File: src/rtl/eth_evt_ctrl_if.sv
// rtl/eth_evt_ctrl_if.sv - register command/readback bus for eth_evt_ctrl
interface eth_evt_ctrl_if;
  logic [7:0]  i_cmd_addr;
  logic [31:0] i_cmd_data;
  logic        i_cmd_wr;
  logic [7:0]  i_rd_addr;
  logic [31:0] o_rd_data;

  modport master (
    output i_cmd_addr, i_cmd_data, i_cmd_wr, i_rd_addr,
    input  o_rd_data
  );

  modport slave (
    input  i_cmd_addr, i_cmd_data, i_cmd_wr, i_rd_addr,
    output o_rd_data
  );
endinterface

File: src/rtl/eth_evt_ctrl.sv
// rtl/eth_evt_ctrl.sv - per-channel rx event counters with coalesced interrupt
module eth_evt_ctrl #(
  parameter int N_CH  = 4,
  parameter int CNT_W = 16,
  parameter int TMO_W = 16
) (
  input  logic             clk,
  input  logic             rst_n,
  input  logic [N_CH-1:0]  i_evt,
  eth_evt_ctrl_if.slave    bus,
  output logic             o_irq,
  output logic [7:0]       o_green_led
);

  typedef enum logic [1:0] {S_IDLE = 2'd0, S_GATHER = 2'd1, S_FIRE = 2'd2} state_t;

  state_t           r_state;
  logic             r_en;
  logic [N_CH-1:0]  r_mask;
  logic [CNT_W-1:0] r_thresh;
  logic [TMO_W-1:0] r_tmo;
  logic [CNT_W-1:0] r_pend;
  logic [TMO_W-1:0] r_timer;
  logic             r_irq;
  logic [31:0]      r_total;
  logic [31:0]      r_rd_data;
  logic [CNT_W-1:0] r_cnt [N_CH];

  logic [3:0]       w_evt_cnt;
  logic [3:0]       w_m;
  logic             w_ack;
  logic             w_dis;
  logic [CNT_W:0]   w_pend_sum;
  logic [CNT_W-1:0] w_pend_nxt;
  logic [CNT_W-1:0] w_thr;
  logic [TMO_W-1:0] w_timer_inc;
  logic             w_hit_thr;
  logic             w_hit_tmo;
  logic [31:0]      w_rd;
  logic             w_unused_data;

  always_comb begin
    w_evt_cnt = '0;
    w_m       = '0;
    for (int k = 0; k < N_CH; k++) begin
      w_evt_cnt = w_evt_cnt + 4'(i_evt[k]);
      w_m       = w_m + 4'(i_evt[k] & r_mask[k] & r_en);
    end
  end

  // Clearing EN by a write takes the coalescing path down on the same edge.
  assign w_ack = bus.i_cmd_wr && (bus.i_cmd_addr == 8'h03);
  assign w_dis = !r_en || (bus.i_cmd_wr && (bus.i_cmd_addr == 8'h00) && !bus.i_cmd_data[0]);

  assign w_pend_sum  = {1'b0, r_pend} + (CNT_W+1)'(w_m);
  assign w_pend_nxt  = w_ack ? CNT_W'(w_m) :
                       (w_pend_sum[CNT_W] ? '1 : w_pend_sum[CNT_W-1:0]);
  assign w_thr       = (r_thresh == '0) ? CNT_W'(1) : r_thresh;
  assign w_hit_thr   = (w_pend_nxt >= w_thr);
  assign w_timer_inc = r_timer + TMO_W'(1);
  assign w_hit_tmo   = (r_tmo != '0) && (w_timer_inc == r_tmo);
  assign w_unused_data = ^bus.i_cmd_data;

  always_ff @(posedge clk) begin
    if (!rst_n || w_dis) begin
      r_state <= S_IDLE;
      r_pend  <= '0;
      r_timer <= '0;
      r_irq   <= 1'b0;
    end else begin
      r_pend <= w_pend_nxt;
      case (r_state)
        S_IDLE: begin
          if (w_m != '0) begin
            if (w_hit_thr) begin
              r_state <= S_FIRE;
              r_irq   <= 1'b1;
            end else begin
              r_state <= S_GATHER;
              r_timer <= '0;
            end
          end
        end
        S_GATHER: begin
          if (w_ack) begin
            r_state <= (w_m != '0) ? S_GATHER : S_IDLE;
            r_timer <= '0;
          end else if (w_hit_thr || w_hit_tmo) begin
            r_state <= S_FIRE;
            r_irq   <= 1'b1;
          end else begin
            r_timer <= w_timer_inc;
          end
        end
        S_FIRE: begin
          if (w_ack) begin
            r_state <= (w_m != '0) ? S_GATHER : S_IDLE;
            r_timer <= '0;
            r_irq   <= 1'b0;
          end
        end
        default: begin
          r_state <= S_IDLE;
          r_irq   <= 1'b0;
        end
      endcase
    end
  end

  always_comb begin
    w_rd = '0;
    case (bus.i_rd_addr)
      8'h00: begin
        w_rd[0]         = r_en;
        w_rd[8 +: N_CH] = r_mask;
      end
      8'h01: w_rd[CNT_W-1:0] = r_thresh;
      8'h02: w_rd[TMO_W-1:0] = r_tmo;
      8'h04: begin
        w_rd[CNT_W-1:0] = r_pend;
        w_rd[29:28]     = r_state;
      end
      8'h05: w_rd = r_total;
      default: begin
        for (int k = 0; k < N_CH; k++)
          if (bus.i_rd_addr == 8'(16 + k)) w_rd[CNT_W-1:0] = r_cnt[k];
      end
    endcase
  end

  always_ff @(posedge clk) begin
    if (!rst_n) begin
      r_en      <= 1'b0;
      r_mask    <= '0;
      r_thresh  <= CNT_W'(1);
      r_tmo     <= '0;
      r_total   <= '0;
      r_rd_data <= '0;
      for (int k = 0; k < N_CH; k++) r_cnt[k] <= '0;
    end else begin
      r_rd_data <= w_rd;
      r_total   <= r_total + 32'(w_evt_cnt);
      if (bus.i_cmd_wr) begin
        case (bus.i_cmd_addr)
          8'h00: begin
            r_en   <= bus.i_cmd_data[0];
            r_mask <= bus.i_cmd_data[8 +: N_CH];
          end
          8'h01: r_thresh <= bus.i_cmd_data[CNT_W-1:0];
          8'h02: r_tmo    <= bus.i_cmd_data[TMO_W-1:0];
          default: ;
        endcase
      end
      // A clear colliding with an event keeps that event: the count restarts at 1.
      for (int k = 0; k < N_CH; k++) begin
        if (bus.i_cmd_wr && (bus.i_cmd_addr == 8'(16 + k)))
          r_cnt[k] <= CNT_W'(i_evt[k]);
        else if (i_evt[k] && (r_cnt[k] != '1))
          r_cnt[k] <= r_cnt[k] + CNT_W'(1);
      end
    end
  end

  assign bus.o_rd_data = r_rd_data;
  assign o_irq         = r_irq;
  assign o_green_led   = r_total[7:0];

endmodule
File: src/flat_wrapper.sv
// flat-port wrapper written by rule: the top's interface ports become plain ports
module eth_evt_ctrl_flat 
#(
  parameter int N_CH  = 4,
  parameter int CNT_W = 16,
  parameter int TMO_W = 16
)
  (clk, rst_n, i_evt, o_irq, o_green_led, bus_i_cmd_addr, bus_i_cmd_data, bus_i_cmd_wr, bus_i_rd_addr, bus_o_rd_data);
  eth_evt_ctrl_if bus_i ();
  input  logic clk;
  input  logic rst_n;
  input  logic [N_CH-1:0] i_evt;
  output logic o_irq;
  output logic [7:0] o_green_led;
  input wire logic [$bits(bus_i.i_cmd_addr)-1:0] bus_i_cmd_addr;
  input wire logic [$bits(bus_i.i_cmd_data)-1:0] bus_i_cmd_data;
  input wire logic [$bits(bus_i.i_cmd_wr)-1:0] bus_i_cmd_wr;
  input wire logic [$bits(bus_i.i_rd_addr)-1:0] bus_i_rd_addr;
  output wire logic [$bits(bus_i.o_rd_data)-1:0] bus_o_rd_data;
  assign bus_i.i_cmd_addr = bus_i_cmd_addr;
  assign bus_i.i_cmd_data = bus_i_cmd_data;
  assign bus_i.i_cmd_wr = bus_i_cmd_wr;
  assign bus_i.i_rd_addr = bus_i_rd_addr;
  assign bus_o_rd_data = bus_i.o_rd_data;
  eth_evt_ctrl #(.N_CH(N_CH), .CNT_W(CNT_W), .TMO_W(TMO_W)) u_core (.clk(clk), .rst_n(rst_n), .i_evt(i_evt), .bus(bus_i), .o_irq(o_irq), .o_green_led(o_green_led));
endmodule
File: config.mk
export PLATFORM = sky130hd
export DESIGN_NAME = eth_evt_ctrl_flat
export DESIGN_NICKNAME = d
export VERILOG_FILES = /design/src/rtl/eth_evt_ctrl_if.sv /design/src/rtl/eth_evt_ctrl.sv /design/src/flat_wrapper.sv
export SDC_FILE = /design/constraint.sdc
export NUM_CORES = 1
export LEC_CHECK = 0
export ABC_CLOCK_PERIOD_IN_PS = 8750
export CAP_MARGIN = 20
export CORE_ASPECT_RATIO = 0.75
export CORE_MARGIN = 2
export CORE_UTILIZATION = 45
export DETAILED_ROUTE_END_ITERATION = 6
export SYNTH_ARGS = -nofsm -noshare
export SYNTH_HDL_FRONTEND = slang
export SYNTH_SLANG_ARGS = --single-unit
File: constraint.sdc
create_clock -name clk -period 8.75 [get_ports clk]
set_clock_uncertainty 0.2 [all_clocks]
set_input_delay 1.75 -clock clk [delete_from_list [all_inputs] [get_ports clk]]
set_output_delay 1.75 -clock clk [all_outputs]
set_load 0.01 [all_outputs]
* Word-level counts from Yosys, hierarchy flattened
Memory sizes are Yosys's and may differ from the RTL's.
Index checks and enable logic that the tools add are counted.
** Cells by class
- $add $sub $neg :: 13
- $lt $le $gt $ge :: 1
- Equality and inequality tests :: 30
- Mux-type cells :: 68
- Bitwise operators :: 16
- Reduce and logical (&&, ||, !) cells :: 32
** Operators with widths (count)
- $mux W16 :: 20
- $add A16 B1 Y16 const B :: 5
- $eq A8 B5 Y1 const B :: 8
- $ne A16 B16 Y1 const B :: 4
- $pmux W16 S3 :: 1
- $pmux W4 S5 :: 2
- $mux W1 :: 35
- $pmux W7 S5 :: 1
- $add A32 B4 Y32 :: 1
- $eq A8 B2 Y1 const B :: 3
- $add A16 B4 Y17 :: 1
- $and A4 B1 Y4 :: 4
- $eq A16 B16 Y1 :: 1
- $eq A8 B1 Y1 const B :: 2
- $eq A8 B3 Y1 const B :: 2
- $ge A16 B16 Y1 :: 1
- $logic_not A16 Y1 :: 1
- $logic_not A8 Y1 :: 2
- $reduce_bool A16 Y1 :: 1
- $add A4 B4 Y4 :: 3
- $logic_and A1 B1 Y1 :: 12
- $mux W2 :: 5
- $reduce_and A5 Y1 :: 2
- $add A4 B1 Y4 :: 2
- other kinds (20) :: 41
** Word-level totals
- Bits in registers :: 136
- Memory bits (writable) :: 64
- Input bits :: 55
- Output and inout port bits :: 41
- Word-level logic and storage cells :: 172
- Memories kept :: 1
** Memories
- u_core.r_cnt :: words 4, bits a word 16, read ports 4, clocked after memory_dff 0, wr ports 4, line eth_evt_ctrl.sv:27 : logic [CNT_W-1:0] r_cnt [N_CH];

* Longest topological paths before layout
- Depth after elaboration :: 13
- Gate-level depth with buffers :: 23
- Gate-level depth less buffers :: 22

* Worst setup path after synthesis
No wires, ideal clock.
- Kind :: input -> register
- Start point :: in i_evt[0]
- End point :: reg u_core.r_timer[2]
- Setup time :: 0.116 ns
- Arrival :: 6.468 ns
- Required time :: 8.434 ns
- Slack :: 1.966 ns
- Stages :: 23
- Path buffers :: 2
- Cell sequence :: and3_1 fa_1 ha_1 ha_1 inv_1 fa_1 inv_1 a21o_1 nand2_1 or3_1 clkbuf_1 nand2_1 o21ai_0 ha_1 nor2_1 a21oi_1 o41ai_1 a21oi_1 o41ai_1 o21ai_0 and2_1 clkbuf_2 a31o_2
** On the way
- Word-level cells in the longest chain between the ends :: 12
- Elaborated cells between the ends (all ways) :: 15
- Classes of those cells :: add/sub (4); order compare (1); eq/ne (3); mux (2); bitwise (2); reduce/logical (3)
** Ends and longest elaborated chain
- start, declared :: line flat_wrapper.sv:12 : input logic [N_CH-1:0] i_evt;
- $and A1 B1 Y1 * :: line eth_evt_ctrl.sv:47 : w_m = w_m + 4'(i_evt[k] & r_mask[k] & r_en);
- $and A4 B1 Y4 * :: line eth_evt_ctrl.sv:47
- $add A4 B4 Y4 * (3 in a row) :: line eth_evt_ctrl.sv:47
- $add A16 B4 Y17 :: line eth_evt_ctrl.sv:55 : assign w_pend_sum = {1'b0, r_pend} + (CNT_W+1)'(w_m);
- $mux W16 :: line eth_evt_ctrl.sv:57 : (w_pend_sum[CNT_W] ? '1 : w_pend_sum[CNT_W-1:0]);
- $mux W16 :: line eth_evt_ctrl.sv:56 : assign w_pend_nxt = w_ack ? CNT_W'(w_m) :
- $ge A16 B16 Y1 :: line eth_evt_ctrl.sv:59 : assign w_hit_thr = (w_pend_nxt >= w_thr);
- $logic_or A1 B1 Y1 :: line eth_evt_ctrl.sv:88 : end else if (w_hit_thr || w_hit_tmo) begin
- $ne A3 B2 Y1 (no source line)
- $reduce_and A5 Y1 (no source line) *
- end signal, assigned :: line eth_evt_ctrl.sv:92 : r_timer <= w_timer_inc;
- end, declared :: line eth_evt_ctrl.sv:23 : logic [TMO_W-1:0] r_timer;
Every way passes the cells marked *; elsewhere a longest branch is shown, timed or not.
A chain may end at the register's enable or synchronous reset.

* Worst setup path after layout
- Start point :: in i_evt[1]
- End point :: reg u_core.r_timer[11]
** On the way
- Word-level cells in the longest chain between the ends :: 12
- Elaborated cells between the ends (all ways) :: 15
- Classes of those cells :: add/sub (4); order compare (1); eq/ne (3); mux (2); bitwise (2); reduce/logical (3)
** Ends and longest elaborated chain
- $and A1 B1 Y1 * :: line eth_evt_ctrl.sv:47
- $and A4 B1 Y4 * :: line eth_evt_ctrl.sv:47
- $add A4 B4 Y4 * (3 in a row) :: line eth_evt_ctrl.sv:47
- $add A16 B4 Y17 :: line eth_evt_ctrl.sv:55
- $mux W16 :: line eth_evt_ctrl.sv:57
- $mux W16 * :: line eth_evt_ctrl.sv:56
- net u_core.w_pend_nxt[1] :: line eth_evt_ctrl.sv:34 : logic [CNT_W-1:0] w_pend_nxt;
- $ge A16 B16 Y1 * :: line eth_evt_ctrl.sv:59
- $logic_or A1 B1 Y1 :: line eth_evt_ctrl.sv:88
- $ne A3 B2 Y1 (no source line)
- $reduce_and A5 Y1 (no source line) *
Mark *: on every way through the listed nets, which the timed path passes. The rest lies on a longest branch.

==> metrics.md <==
| Metric | Value |
|---|---|
| Status | finished with violations |
| Failing checks | design-rule violations |
| Crit-path slowest cell | clkdlybuf4s50_1 |
| Count of pins over their slew limit | 0 |
| Int Power | approximately 1.4 mW |
| Worst path cell trace | clkdlybuf4s50_1 > and3_1 > fa_1 > ha_1 > ha_1 > inv_1 > fa_1 > inv_1 > a21o_1 > nand2_1 > or3_1 > a31oi_1 > ha_1 > o211ai_1 > a21oi_1 > o41ai_1 > a21oi_1 > o41ai_1 > o21ai_0 > and2_1 > a31o_2 |
| CP most frequent cell | ha_1 |
| Detailed Routing Iterations Pass 1 | 7 |
| Leak Pwr | 4.45 nW |
| Share of the synthesized area in the top cell type | 0.251 |
| Critical path type | in -> reg |
| Die H | around 140 um |
| CTS tree | built |
| Avg Cell Area, Syn | just over 9 um^2 |
| Synth Area in Adders | 0.0431 |
| Fmax | about 0.13 GHz |
| Buffers added on ports | 79 |
| Vias per std cell | just under 6 |
| Final setup fails | 0 |
| # resized after CTS | 0 |
| GRT Util Overall | 0.246 |
| Warnings, synthesis | 0 |
| Largest family of logic cells by synthesized area | simple AND/OR/NAND/NOR gates |
| H-tree depth | 4 |
| Share of power burned in registers | 0.523 |
| # diodes | 0 |
| Hold WC Path Type | reg -> reg |
| Min cycle time layout | ~7.8 ns |
| FF-to-FF End | u_core.r_timer[11] |
| Hold path start | u_core.r_total[25] |
| IO Count | 96 |
| Synth Area in Compound Gates | 0.122 |
| Filler instances | 2217 |
| Worst rel slew slack | 0.405 |
| Worst EP required | about 8.9 ns |
| CTS max path bufs | 2 |
| Synth area leaders | dfxtp_1 25%, edfxtp_1 18%, nor2_1 6.1% |
| Vias | between 9000 and 10000 |
| WHS Endpoint | u_core.r_total[25] |
| Pin count of the biggest net entering global routing | 76 |
| Routed len/inst | around 20 um |
| Async S/R FF share, synth | 0 |
| Comb power frac | 0.066 |
| Initial Utilization | 0.455 |
| Slew @ Worst Pin | 0.893 ns |
| Post-synth top area cell | dfxtp_1 |
| Die Area | 25400 um^2 |
| Post-CTS setup buffers | 0 |
| Sequential element share of the synthesized area | 0.428 |
| Count of different cell masters after synthesis | between 70 and 80 |
| Synth Area in Simple Gates | 0.235 |
| Syn nets | approximately 1300 |
| Core area | 23800 um^2 |
| Hold Buf Count CTS | 0 |
| Gate Count Post-Synth | approximately 1200 |
| Vias in the first global route | between 8000 and 9000 |
| Global-route wire length before repair | approximately 48000 um |
| Top FF cell, synth | dfxtp_1 |
| Seq cells post-synth | 200 |
| NumNets Final | 1334 |
| FF-to-FF Start | u_core.r_en |
| Power Density | 157 nW/um^2 |
| Net Switching | slightly above 500 uW |
| Total CTS buffers | 17 |
| Initial antenna violation count | 0 |
| Clock root buffer | clkbuf_16 |
| GPL Wtd Cong | 0.912 |
| CTS clock-pin slew for the worst setup and hold paths | 0.08 ns |
| Rows | between 40 and 50 |
| Critical path's largest stage delay | approximately 0.59 ns |
| Kind of end point of the critical path | flip-flop |
| Unrepaired setup endpoints after global routing | no |
| Switching portion of total power | 0.262 |
| WP data arrival | between 7 and 8 ns |
| Hold path depth | 2 |
| Tcrit/Tclk final | 0.891 |
| Share of layout cells above drive strength 1 | 0.0525 |
| Hold slack | 0.297 ns |
| Setup TNS | 0 ns |
| Post-synth EDFFs | 64 |
| Max_cap viols | 0 |
| Post-DP HPWL | 23000 um |
| Worst Reg-to-Reg Cells | 20 |
| Multiplexer share of the synthesized area | 0.0387 |
| Area Growth Syn to Fin | 15.0% |
| Peak supply drop | between 0.00015 and 0.0002 V |
| TritonCTS Sinks | 200 |
| R2R Setup Slk | 2.45 ns |
| Crit Path Max Fanout | 12 |
| Final hold vios | 0 |
| Die extent in x | about 180 um |
| Synth Area in XOR/XNOR | 0.0911 |
| Residual DRC | 19 |
| CP startpoint kind | input port |
| Global route total overflow | 0 |
| Clock network power share | 0.412 |
| Final ANT Viol Nets | 0 |
| Detailed Route Iter0 Violations | 1103 |
| Skew-Pair Late Insertion Delay | 0.46 ns |
| Total wire length | 30700 um |
| Netlist Area Pre-Place | about 11000 um^2 |
## area by class of cell
class / count / area (um^2) / area share
multi-input cells: 885 / 5760 / 0.461
clock buffers: 18 / 450 / 0.0361
inverters: 45 / 169 / 0.0135
well taps: 306 / 383 / 0.0306
clock inverters: 14 / 154 / 0.0123
repair buffers: 95 / 935 / 0.0748
flip-flops and latches: 200 / 4640 / 0.372
## cells in the mapped netlist, types with 26 or more instances
master / n
xor2_1: 65
dfxtp_1: 136
clkbuf_1: 40
nor2_1: 177
a21oi_1: 30
and3_1: 43
mux2i_1: 42
o21ai_0: 26
xnor2_1: 48
a222oi_1: 27
inv_1: 45
ha_1: 31
edfxtp_1: 64
nand2_1: 101
nand3_1: 68
## state kept, by name, indices dropped and copies added (netlist names)
signal,count
u_core.r_cnt,64
u_core.o_irq,1
u_core.r_mask,4
u_core.r_total,32
u_core.r_en,1
u_core.bus.o_rd_data,32
u_core.r_thresh,16
u_core.r_timer,16
u_core.r_state,2
u_core.r_tmo,16
u_core.r_pend,16
## power by group through the flow
stage | sequential [mW] | combinational [mW] | clock (mW)
2_1_floorplan | 1.03 | 0.0789 | 0
3_3_place_gp | 1.04 | 0.126 | 0
3_5_place_dp | 1.04 | 0.126 | 0
4_1_cts | 1.02 | 0.128 | 0.820
5_1_grt | 1.03 | 0.141 | 0.855
6_report | 1.02 | 0.128 | 0.807
## cells in the final DEF (no fill, tap or decap), drive strengths merged, types with 43 or more instances in the layout
master and count:
nor2 177, dfxtp 136, nand2 101, clkdlybuf4s50 79
nand3 68, xor2 65, edfxtp 64, inv 51
xnor2 48, and3 43
## per-stage QoR
| step | utilization | instances | total power [mW] | area (um^2) | worst slack, ns |
|---|---|---|---|---|---|
| global route | 0.524 | 1563 | 2.02 | 12500 | 0.525 |
| floorplan | - | 1195 | 1.11 | 10900 | 1.97 |
| global placement | 0.497 | 1528 | 1.17 | 11800 | 0.691 |
| detailed placement | 0.497 | 1528 | 1.17 | 11800 | 0.622 |
| finish | 0.524 | 1563 | 1.96 | 12500 | 0.958 |
| CTS | 0.522 | 1560 | 1.97 | 12400 | 1.05 |
## kinds of logic after synthesis
logic type                 after synthesis
adders and majority gates               35
muxes                                   42
buffers and inverters                  110
AOI/OAI and AO/OA                      171
DFF                                    200
and+or+nand+nor                        524
xor gates and xnor gates               113
## layer usage
| layer | wire [um] | GRT usage |
|---|---|---|
| met2 | 12700 | 0.346 |
| met1 | 14600 | 0.371 |
| met3 | 2610 | 0.0538 |
| met4 | 803 | 0.0859 |
| met5 | 0 | 0 |
## critical path: cells and delay by family
kind	cells	cell delay, ns
AO/OA/AOI/OAI	9	2.37
adder cells (fa/ha/maj)	5	1.74
AND/OR/NAND/NOR	4	1.33
buffers and inverters	3	0.74
## how the worst max path moves through the flow
stage          cells after the start      from                 end  slack [ns]
2_1_floorplan                     23  i_evt[0]   u_core.r_timer[2]        1.97
3_3_place_gp                      21  i_evt[1]  u_core.r_timer[11]        0.69
3_5_place_dp                      21  i_evt[1]  u_core.r_timer[11]        0.62
4_1_cts                           21  i_evt[1]  u_core.r_timer[11]        1.05
5_1_grt                           21  i_evt[1]  u_core.r_timer[11]        0.52
6_report                          21  i_evt[1]  u_core.r_timer[11]        0.96
Note: power is estimated with default switching activity, not from simulation.
